## src/rtl/ex_pkg.sv

```systemverilog
// Shared types and constants for the execute stage: ALU control, funct codes,
// alu_op classes and multiplier states. MULT decodes only when EX_MULT_EN is defined.
package ex_pkg;

  typedef enum logic [2:0] {
    ALU_ADD,
    ALU_SUB,
    ALU_AND,
    ALU_OR,
    ALU_SLT,
    ALU_MULT,
    ALU_NOP
  } alu_ctrl_e;

  typedef enum logic [1:0] {
    MULT_IDLE,
    MULT_BUSY,
    MULT_DONE
  } mult_state_e;

  localparam logic [1:0] ALU_OP_ADD   = 2'b00;
  localparam logic [1:0] ALU_OP_SUB   = 2'b01;
  localparam logic [1:0] ALU_OP_RTYPE = 2'b10;
  localparam logic [1:0] ALU_OP_OR    = 2'b11;

  localparam logic [5:0] FUNCT_ADD  = 6'b100000;
  localparam logic [5:0] FUNCT_SUB  = 6'b100010;
  localparam logic [5:0] FUNCT_AND  = 6'b100100;
  localparam logic [5:0] FUNCT_OR   = 6'b100101;
  localparam logic [5:0] FUNCT_SLT  = 6'b101010;
  localparam logic [5:0] FUNCT_MULT = 6'b011000;

  function automatic alu_ctrl_e alu_decode(input logic [1:0] alu_op,
                                           input logic [5:0] funct);
    alu_ctrl_e ctrl;
    ctrl = ALU_NOP;
    case (alu_op)
      ALU_OP_ADD: ctrl = ALU_ADD;
      ALU_OP_SUB: ctrl = ALU_SUB;
      ALU_OP_OR:  ctrl = ALU_OR;
      default: begin
        case (funct)
          FUNCT_ADD:  ctrl = ALU_ADD;
          FUNCT_SUB:  ctrl = ALU_SUB;
          FUNCT_AND:  ctrl = ALU_AND;
          FUNCT_OR:   ctrl = ALU_OR;
          FUNCT_SLT:  ctrl = ALU_SLT;
`ifdef EX_MULT_EN
          FUNCT_MULT: ctrl = ALU_MULT;
`endif
          default:    ctrl = ALU_NOP;
        endcase
      end
    endcase
    return ctrl;
  endfunction

endpackage

```

## src/rtl/ex_mult_iter.sv

```systemverilog
// Iterative 32x32 shift-add multiplier (low word): IDLE -> BUSY (32 cycles) -> DONE.
// FSM state is exposed on state_o for observation.
module ex_mult_iter
  import ex_pkg::*;
(
  input  logic        clk_i,
  input  logic        rst_ni,
  input  logic        start_i,
  input  logic [31:0] a_i,
  input  logic [31:0] b_i,
  output logic        busy_o,
  output logic        done_o,
  output logic [31:0] product_o,
  output mult_state_e state_o
);

  mult_state_e state_q;
  logic [4:0]  cnt_q;
  logic [31:0] mcand_q;
  logic [31:0] mplier_q;
  logic [31:0] acc_q;

  always_ff @(posedge clk_i or negedge rst_ni) begin
    if (!rst_ni) begin
      state_q  <= MULT_IDLE;
      cnt_q    <= '0;
      mcand_q  <= '0;
      mplier_q <= '0;
      acc_q    <= '0;
    end else begin
      case (state_q)
        MULT_IDLE: begin
          if (start_i) begin
            state_q  <= MULT_BUSY;
            mcand_q  <= b_i;
            mplier_q <= a_i;
            acc_q    <= '0;
            cnt_q    <= '0;
          end
        end
        MULT_BUSY: begin
          // One multiplier bit per cycle; bits above 31 fall off the shifted multiplicand.
          if (mplier_q[0]) acc_q <= acc_q + mcand_q;
          mcand_q  <= {mcand_q[30:0], 1'b0};
          mplier_q <= {1'b0, mplier_q[31:1]};
          cnt_q    <= cnt_q + 5'd1;
          if (cnt_q == 5'd31) state_q <= MULT_DONE;
        end
        MULT_DONE: state_q <= MULT_IDLE;
        default:   state_q <= MULT_IDLE;
      endcase
    end
  end

  assign busy_o    = (state_q == MULT_BUSY);
  assign done_o    = (state_q == MULT_DONE);
  assign product_o = acc_q;
  assign state_o   = state_q;

endmodule

```

## src/rtl/ex_stage.sv

```systemverilog
// Execute stage: ALU decode/operation, branch target, destination select, EX/MEM register.
// EX_MULT_EN compiles in the iterative multiplier and its upstream stall.
module ex_stage
  import ex_pkg::*;
(
  input  logic        clk,
  input  logic        startin_n,
  input  logic [1:0]  EX_wb,
  input  logic [2:0]  EX_m,
  input  logic        EX_reg_dst,
  input  logic [1:0]  EX_alu_op,
  input  logic        EX_alu_src,
  input  logic [31:0] EX_pc_plus_4,
  input  logic [31:0] EX_reg_data1,
  input  logic [31:0] EX_reg_data2,
  input  logic [31:0] EX_sign_ext_imm,
  input  logic [4:0]  EX_instr_20_16,
  input  logic [4:0]  EX_instr_15_11,
  output logic        ex_stall,
  output logic [1:0]  MEM_wb,
  output logic [2:0]  MEM_m,
  output logic [31:0] MEM_branch_target,
  output logic        MEM_zero,
  output logic [31:0] MEM_alu_result,
  output logic [31:0] MEM_write_data,
  output logic [4:0]  MEM_write_reg
);

  alu_ctrl_e   alu_ctrl;
  logic [31:0] op_b;
  logic [31:0] alu_result;
  logic [31:0] ex_result;
  logic [31:0] branch_target;
  logic [4:0]  write_reg;
  logic        stall;

  logic [1:0]  mem_wb_q;
  logic [2:0]  mem_m_q;
  logic [31:0] mem_bt_q;
  logic        mem_zero_q;
  logic [31:0] mem_res_q;
  logic [31:0] mem_wd_q;
  logic [4:0]  mem_wr_q;

  assign op_b          = EX_alu_src ? EX_sign_ext_imm : EX_reg_data2;
  assign alu_ctrl      = alu_decode(EX_alu_op, EX_sign_ext_imm[5:0]);
  assign branch_target = EX_pc_plus_4 + {EX_sign_ext_imm[29:0], 2'b00};
  assign write_reg     = EX_reg_dst ? EX_instr_15_11 : EX_instr_20_16;

  always_comb begin
    alu_result = '0;
    case (alu_ctrl)
      ALU_ADD: alu_result = EX_reg_data1 + op_b;
      ALU_SUB: alu_result = EX_reg_data1 - op_b;
      ALU_AND: alu_result = EX_reg_data1 & op_b;
      ALU_OR:  alu_result = EX_reg_data1 | op_b;
      ALU_SLT: alu_result = {31'b0, ($signed(EX_reg_data1) < $signed(op_b))};
      default: alu_result = '0;
    endcase
  end

`ifdef EX_MULT_EN
  logic        mult_busy;
  logic        mult_done;
  logic [31:0] mult_product;
  mult_state_e mult_state;

  ex_mult_iter u_mult (
    .clk_i     (clk),
    .rst_ni    (startin_n),
    .start_i   (alu_ctrl == ALU_MULT),
    .a_i       (EX_reg_data1),
    .b_i       (op_b),
    .busy_o    (mult_busy),
    .done_o    (mult_done),
    .product_o (mult_product),
    .state_o   (mult_state)
  );

  // Gated by reset so the stall drops immediately even with a MULT still presented.
  assign stall     = startin_n &
                     (((alu_ctrl == ALU_MULT) && (mult_state == MULT_IDLE)) || mult_busy);
  assign ex_result = mult_done ? mult_product : alu_result;
`else
  assign stall     = 1'b0;
  assign ex_result = alu_result;
`endif

  always_ff @(posedge clk or negedge startin_n) begin
    if (!startin_n) begin
      mem_wb_q   <= '0;
      mem_m_q    <= '0;
      mem_bt_q   <= '0;
      mem_zero_q <= 1'b0;
      mem_res_q  <= '0;
      mem_wd_q   <= '0;
      mem_wr_q   <= '0;
    end else if (stall) begin
      mem_wb_q <= '0;
      mem_m_q  <= '0;
    end else begin
      mem_wb_q   <= EX_wb;
      mem_m_q    <= EX_m;
      mem_bt_q   <= branch_target;
      mem_zero_q <= (ex_result == 32'd0);
      mem_res_q  <= ex_result;
      mem_wd_q   <= EX_reg_data2;
      mem_wr_q   <= write_reg;
    end
  end

  assign ex_stall          = stall;
  assign MEM_wb            = mem_wb_q;
  assign MEM_m             = mem_m_q;
  assign MEM_branch_target = mem_bt_q;
  assign MEM_zero          = mem_zero_q;
  assign MEM_alu_result    = mem_res_q;
  assign MEM_write_data    = mem_wd_q;
  assign MEM_write_reg     = mem_wr_q;

endmodule

```

## config.mk

```make
export PLATFORM = sky130hd
export DESIGN_NAME = ex_stage
export DESIGN_NICKNAME = d
export VERILOG_FILES = /design/src/rtl/ex_pkg.sv /design/src/rtl/ex_mult_iter.sv /design/src/rtl/ex_stage.sv
export SDC_FILE = /design/constraint.sdc
export NUM_CORES = 1
export LEC_CHECK = 0
export ABC_AREA = 1
export CAP_MARGIN = 20
export CORE_ASPECT_RATIO = 0.8
export CORE_MARGIN = 4
export CORE_UTILIZATION = 40
export CTS_BUF_LIST = sky130_fd_sc_hd__clkbuf_4 sky130_fd_sc_hd__clkbuf_8
export CTS_CLUSTER_SIZE = 25
export DETAILED_ROUTE_END_ITERATION = 12
export PLACE_DENSITY = 0.7
export SLEW_MARGIN = 20
export SYNTH_ARGS = -nofsm -noshare
export SYNTH_HDL_FRONTEND = slang
export SYNTH_SLANG_ARGS = --single-unit
```

## constraint.sdc

```tcl
create_clock -name clk -period 0.8 [get_ports clk]
set_input_delay 0.08 -clock clk [delete_from_list [all_inputs] [get_ports clk]]
set_output_delay 0.08 -clock clk [all_outputs]
set_load 0.02 [all_outputs]
```

After elaboration in Yosys (flattened, before gate mapping)
Cells that the tools add are included.
{"block": "totals", "ff_bits": 107, "in_bits": 149, "word_cells": 32}
{"block": "classes", "n_addsub": 3, "n_lt_le_gt_ge": 1, "n_eq_ne": 11, "n_mux": 5, "n_bitwise": 2, "reduce_logical": 3}
{"operator": "$pmux 32 s5", "count": 1}
{"operator": "$add 32x32->32", "count": 2}
{"operator": "$and 32x32->32", "count": 1}
{"operator": "$logic_not 32->1", "count": 1}
{"operator": "$lt 32x32->1", "count": 1}
{"operator": "$mux 32", "count": 1}
{"operator": "$or 32x32->32", "count": 1}
{"operator": "$sub 32x32->32", "count": 1}
{"operator": "$eq 6x6->1 const B", "count": 5}
{"operator": "$pmux 3 s5", "count": 1}
{"operator": "$pmux 3 s3", "count": 1}
{"operator": "$eq 3x2->1 const B", "count": 2}
{"operator": "$mux 5", "count": 1}
{"operator": "$eq 3x1->1 const B", "count": 1}
{"operator": "$eq 3x3->1 const B", "count": 1}
{"operator": "$logic_not 3->1", "count": 1}
{"operator": "$eq 2x1->1 const B", "count": 1}
{"operator": "$eq 2x2->1 const B", "count": 1}
{"operator": "$logic_not 2->1", "count": 1}

Longest topological paths before layout
{"block": "depth", "word_depth": 6, "ltp_mapped": 25, "ltp_nobuf": 23}

Worst setup path after synthesis
No wires, ideal clock.
{"block": "synth_timing", "kind": "input to register", "from": "input EX_alu_src", "to": "register mem_zero_q, in the netlist MEM_zero", "setup_ns": 0.071, "arrival_time_ns": 2.572, "required_time_ns": 0.729, "path_slack_ns": -1.843, "path_stages": 24, "path_buffers": 2, "path_cell_list": "clkbuf_1 > clkbuf_1 > nand2_1 > o21ai_0 > inv_1 > ha_1 > fa_1 > inv_1 > nand2_1 > nand3_1 > nand2_1 > nand2_1 > nand2_1 > nand2_1 > nand2_1 > nand2_1 > nand2_1 > nand3_1 > nand2_1 > nand2_1 > nand3_1 > nor2_1 > nand2_1 > nor2_1"}
{"block": "synth_via", "elab_chain_len": 4, "elab_cells_between_ends": 8, "classes_between": "2 x add/sub; 1 x order compare; 2 x mux; 2 x bitwise; 1 x reduce/logical"}
{"element": "start, declared", "line": "ex_stage.sv:12", "text": "input logic EX_alu_src,"}
{"element": "$mux 32 *", "line": "ex_stage.sv:45", "text": "assign op_b = EX_alu_src ? EX_sign_ext_imm : EX_reg_data2;"}
{"element": "$sub 32x32->32, or another cell as far along", "line": "ex_stage.sv:54", "text": "ALU_SUB: alu_result = EX_reg_data1 - op_b;"}
{"element": "$pmux 32 s5 *", "line": "ex_stage.sv:52", "text": "case (alu_ctrl)"}
{"element": "$logic_not 32->1 *", "line": "ex_stage.sv:105", "text": "mem_zero_q <= (ex_result == 32'd0);"}
{"element": "end signal, assigned", "line": "ex_stage.sv:105"}
{"element": "end, declared", "line": "ex_stage.sv:40", "text": "logic mem_zero_q;"}
Every way passes the cells marked *; elsewhere a longest branch is shown, timed or not.

Final worst setup path
{"block": "layout_timing", "from": "input EX_alu_src", "to": "register mem_zero_q, in the netlist MEM_zero"}
{"block": "layout_via", "elab_chain_len": 4, "elab_cells_between_ends": 8, "classes_between": "2 x add/sub; 1 x order compare; 2 x mux; 2 x bitwise; 1 x reduce/logical"}
{"element": "$mux 32 *", "line": "ex_stage.sv:45"}
{"element": "$sub 32x32->32, or another cell as far along", "line": "ex_stage.sv:54"}
{"element": "$pmux 32 s5 *", "line": "ex_stage.sv:52"}
{"element": "named net alu_result[26]", "line": "ex_stage.sv:31", "text": "logic [31:0] alu_result;"}
{"element": "$logic_not 32->1 *", "line": "ex_stage.sv:105"}
Mark *: on every way through the listed nets, which the timed path passes. The rest lies on a longest branch.

==> metrics <==
endpoints failing setup=168; GRT Residual Overflow=0; root buffer cell=clkbuf_8; #FFs+latches synth=107; final instance area=22200 um2; first-pass GRT wire length=80700 um; GPL Wtd Cong=0.983; Placed Area=18100 um2; Die ar.=about 31000 um2; Slew HR=45.5%; Tcrit/Tclk final=311%; area of the multi-input gates=between 10000 and 15000 um2; final wirelength=59700 um; routed len/inst=20.2 um; I/O pins=around 260; Setup CP Type=primary input to flip-flop; post-synth top area share=about a quarter; Synth Area in Compound Gates=~8.6%; initial core utilization=40.8%; vias in the first global route=14900; fin. max-slew vios=0; Mapped Cells=1806; clock buffer depth=2; fill cell count=1728; Detailed Place HPWL=between 40000 and 50000 um; GRT Util Overall=33.6%; Net Count, Synth=2084; combinational family with the most area after synthesis=simple AND/OR/NAND/NOR gates; Die Span X=between 150 and 200 um; Rows=54; final worst slack=-1690 ps; cell taking the most area after synthesis=dfrtp_1; DR DRC count=0; commonest non-fill, non-tap cell in the layout=buf_4; Worst Path Max Fanout=6; number of library cell types mapped by synthesis=47; Post-Synth XOR/XNOR Area=3.76%; largest cells by area after synthesis=dfrtp_1 (24%), nand2_1 (19%), ha_1 (14%); initial antenna violation count=5; worst hold path type=primary input to flip-flop; Req. time, crit path=1130 ps; DRT iter0 DRCs=1343; Inserted Diodes=0; vias=15500; Synth Flop Type=dfrtp_1; die height=around 160 um; Synth warnings=0; failing checks=negative setup slack; commonest non-fill, non-tap cells in the layout=buf_4 (409), nand2_1 (372), inv_1 (308), nand2_2 (150), clkdlybuf4s50_1 (144); asr flop ratio synth=100%; number of synthesized flops with an enable pin=0; Critical Path AT=2820 ps; Leakage=11.4 nW; FMAX=roughly 400 MHz; Min Hold Slack=32.0 ps; CTS sink count=107; core area=around 27000 um2; Pwr per Cell Area=1350 nW/um2; maximum VDD drop=1.31 mV; CTS Buf Count=9; status=finished with violations; Setup TNS=-121130 ps; Pre-antenna DRT Iters=6; Worst setup EP type=flip-flop; Register Area=2680 um2; Buffers on Ports=255; Mapped Area=around 11000 um2; H-Tree Depth=3; Synth Area in Adders=between 10% and 20%; mux contribution to synthesized area=0.504%; Final Util=80.8%; largest net degree at the start of global routing=71; max_cap viols=0; post-synthesis sequential area ratio=23.9%; simple-gate area share of the yosys netlist=34.0%; share of cells above drive strength 1=a little under half; Synth-to-Final Area Change=98.3%; Synth Area per Inst=6.19 um2; clock slew at reported path FFs=130 ps; CTS tree=built; Final Net Count=about 2900; Final min period=2490 ps; total power=29.9 mW; Slew @ Worst Pin=810 ps; RSZ-0062 raised after global routing=yes; Critical Path Start Type=primary input; post-route ant nets=0; Final Hold Fails=0; Vias/cell=5.25
==> layer usage <==
metal,vias to the layer above,part of all wire (%),global-route usage [%]
met3,210,11,10.5
met5,-,0.069,0
li1,7084,-,-
met4,6,4.1,8.37
met1,7333,40,44.2
met2,891,45,54.2
==> power by group <==
part | internal (mW) | leakage [nW] | switching [mW] | total, mW
logic | 9.01 | 10.1 | 10.4 | 19.4
clock network | 1.76 | 0.110 | 2.17 | 3.93
registers | 6.15 | 1.26 | 0.356 | 6.51
==> layout make-up <==
type	count	share of cell area (%)
multi-input cells	1286	45.7
clock buffers	9	0.559
flip-flops and latches	107	12.1
well taps	364	2.05
clock inverters	6	0.395
inverters	374	6.44
repair buffers	811	32.8
==> synthesized netlist by cell type (all sizes together), types with 3 or more instances <==
master  count
inv       374
clkbuf     10
ha        126
dfrtp     107
o211ai      3
o21ai      60
mux2        5
fa          3
and2        3
nor2      174
or2         3
o21bai      9
buf        29
nand2     567
xor2       36
nand3     141
nand3b      4
nand4      17
a21oi      93
a31oi       3
xnor2      12
nor3       12
==> worst max-delay path, cell delays in order <==
cell,delay (ps)
buf_12,130
buf_12,150
buf_8,130
nand2_4,70
o21ai_4,50
buf_6,140
ha_4,310
buf_6,130
buf_6,100
nand2_4,50
buf_6,120
nor2_4,110
nand3_2,90
nand3b_1,190
buf_6,150
nand2_4,50
nand3_1,60
nand2_1,60
nand3_2,80
nand3_4,90
nor2_4,120
nand2_2,60
nor2_2,110
nand2_1,90
nor2_1,90
==> kinds of logic (layout without fill, tap and decap cells) <==
group | after synthesis | after routing
AND/OR/NAND/NOR | 925 | 925
buffers and inverters | 413 | 1200
AO/OA/AOI/OAI | 178 | 178
adder cells (fa/ha/maj) | 129 | 129
flip-flops | 107 | 107
XOR/XNOR | 48 | 48
multiplexers | 5 | 5
other | 1 | 1
==> repair_timing <==
| item | in CTS | in global routing |
|---|---|---|
| endpoints found under the setup margin | 169 | 169 |
| endpoints found under the hold margin | 127 | 1 |
| gates cloned | 3 | 1 |
| setup buffers | 48 | 38 |
| hold buffers | 21 | 1 |
| pin swaps | 176 | 162 |
| gates resized for setup | 558 | 449 |
==> stage by stage <==
stage          std cells  setup WS (ps)
2_1_floorplan       1806          -1420
3_3_place_gp        2834          -2380
3_5_place_dp        2834          -2440
4_1_cts             2919          -1480
5_1_grt             2957          -1830
6_report            2957          -1690
==> final timing paths <==
path | start | end | slack (ps) | cells past startpoint
setup / recovery | EX_alu_src | MEM_zero | -1690 | 25
hold / removal | EX_pc_plus_4[2] | MEM_branch_target[2] | 30 | 2
max in group asynchronous | startin_n | MEM_alu_result[18] | 140 | 3
min in group asynchronous | startin_n | MEM_write_data[11] | 210 | 3
No activity file was read; power rests on OpenSTA's default activity.
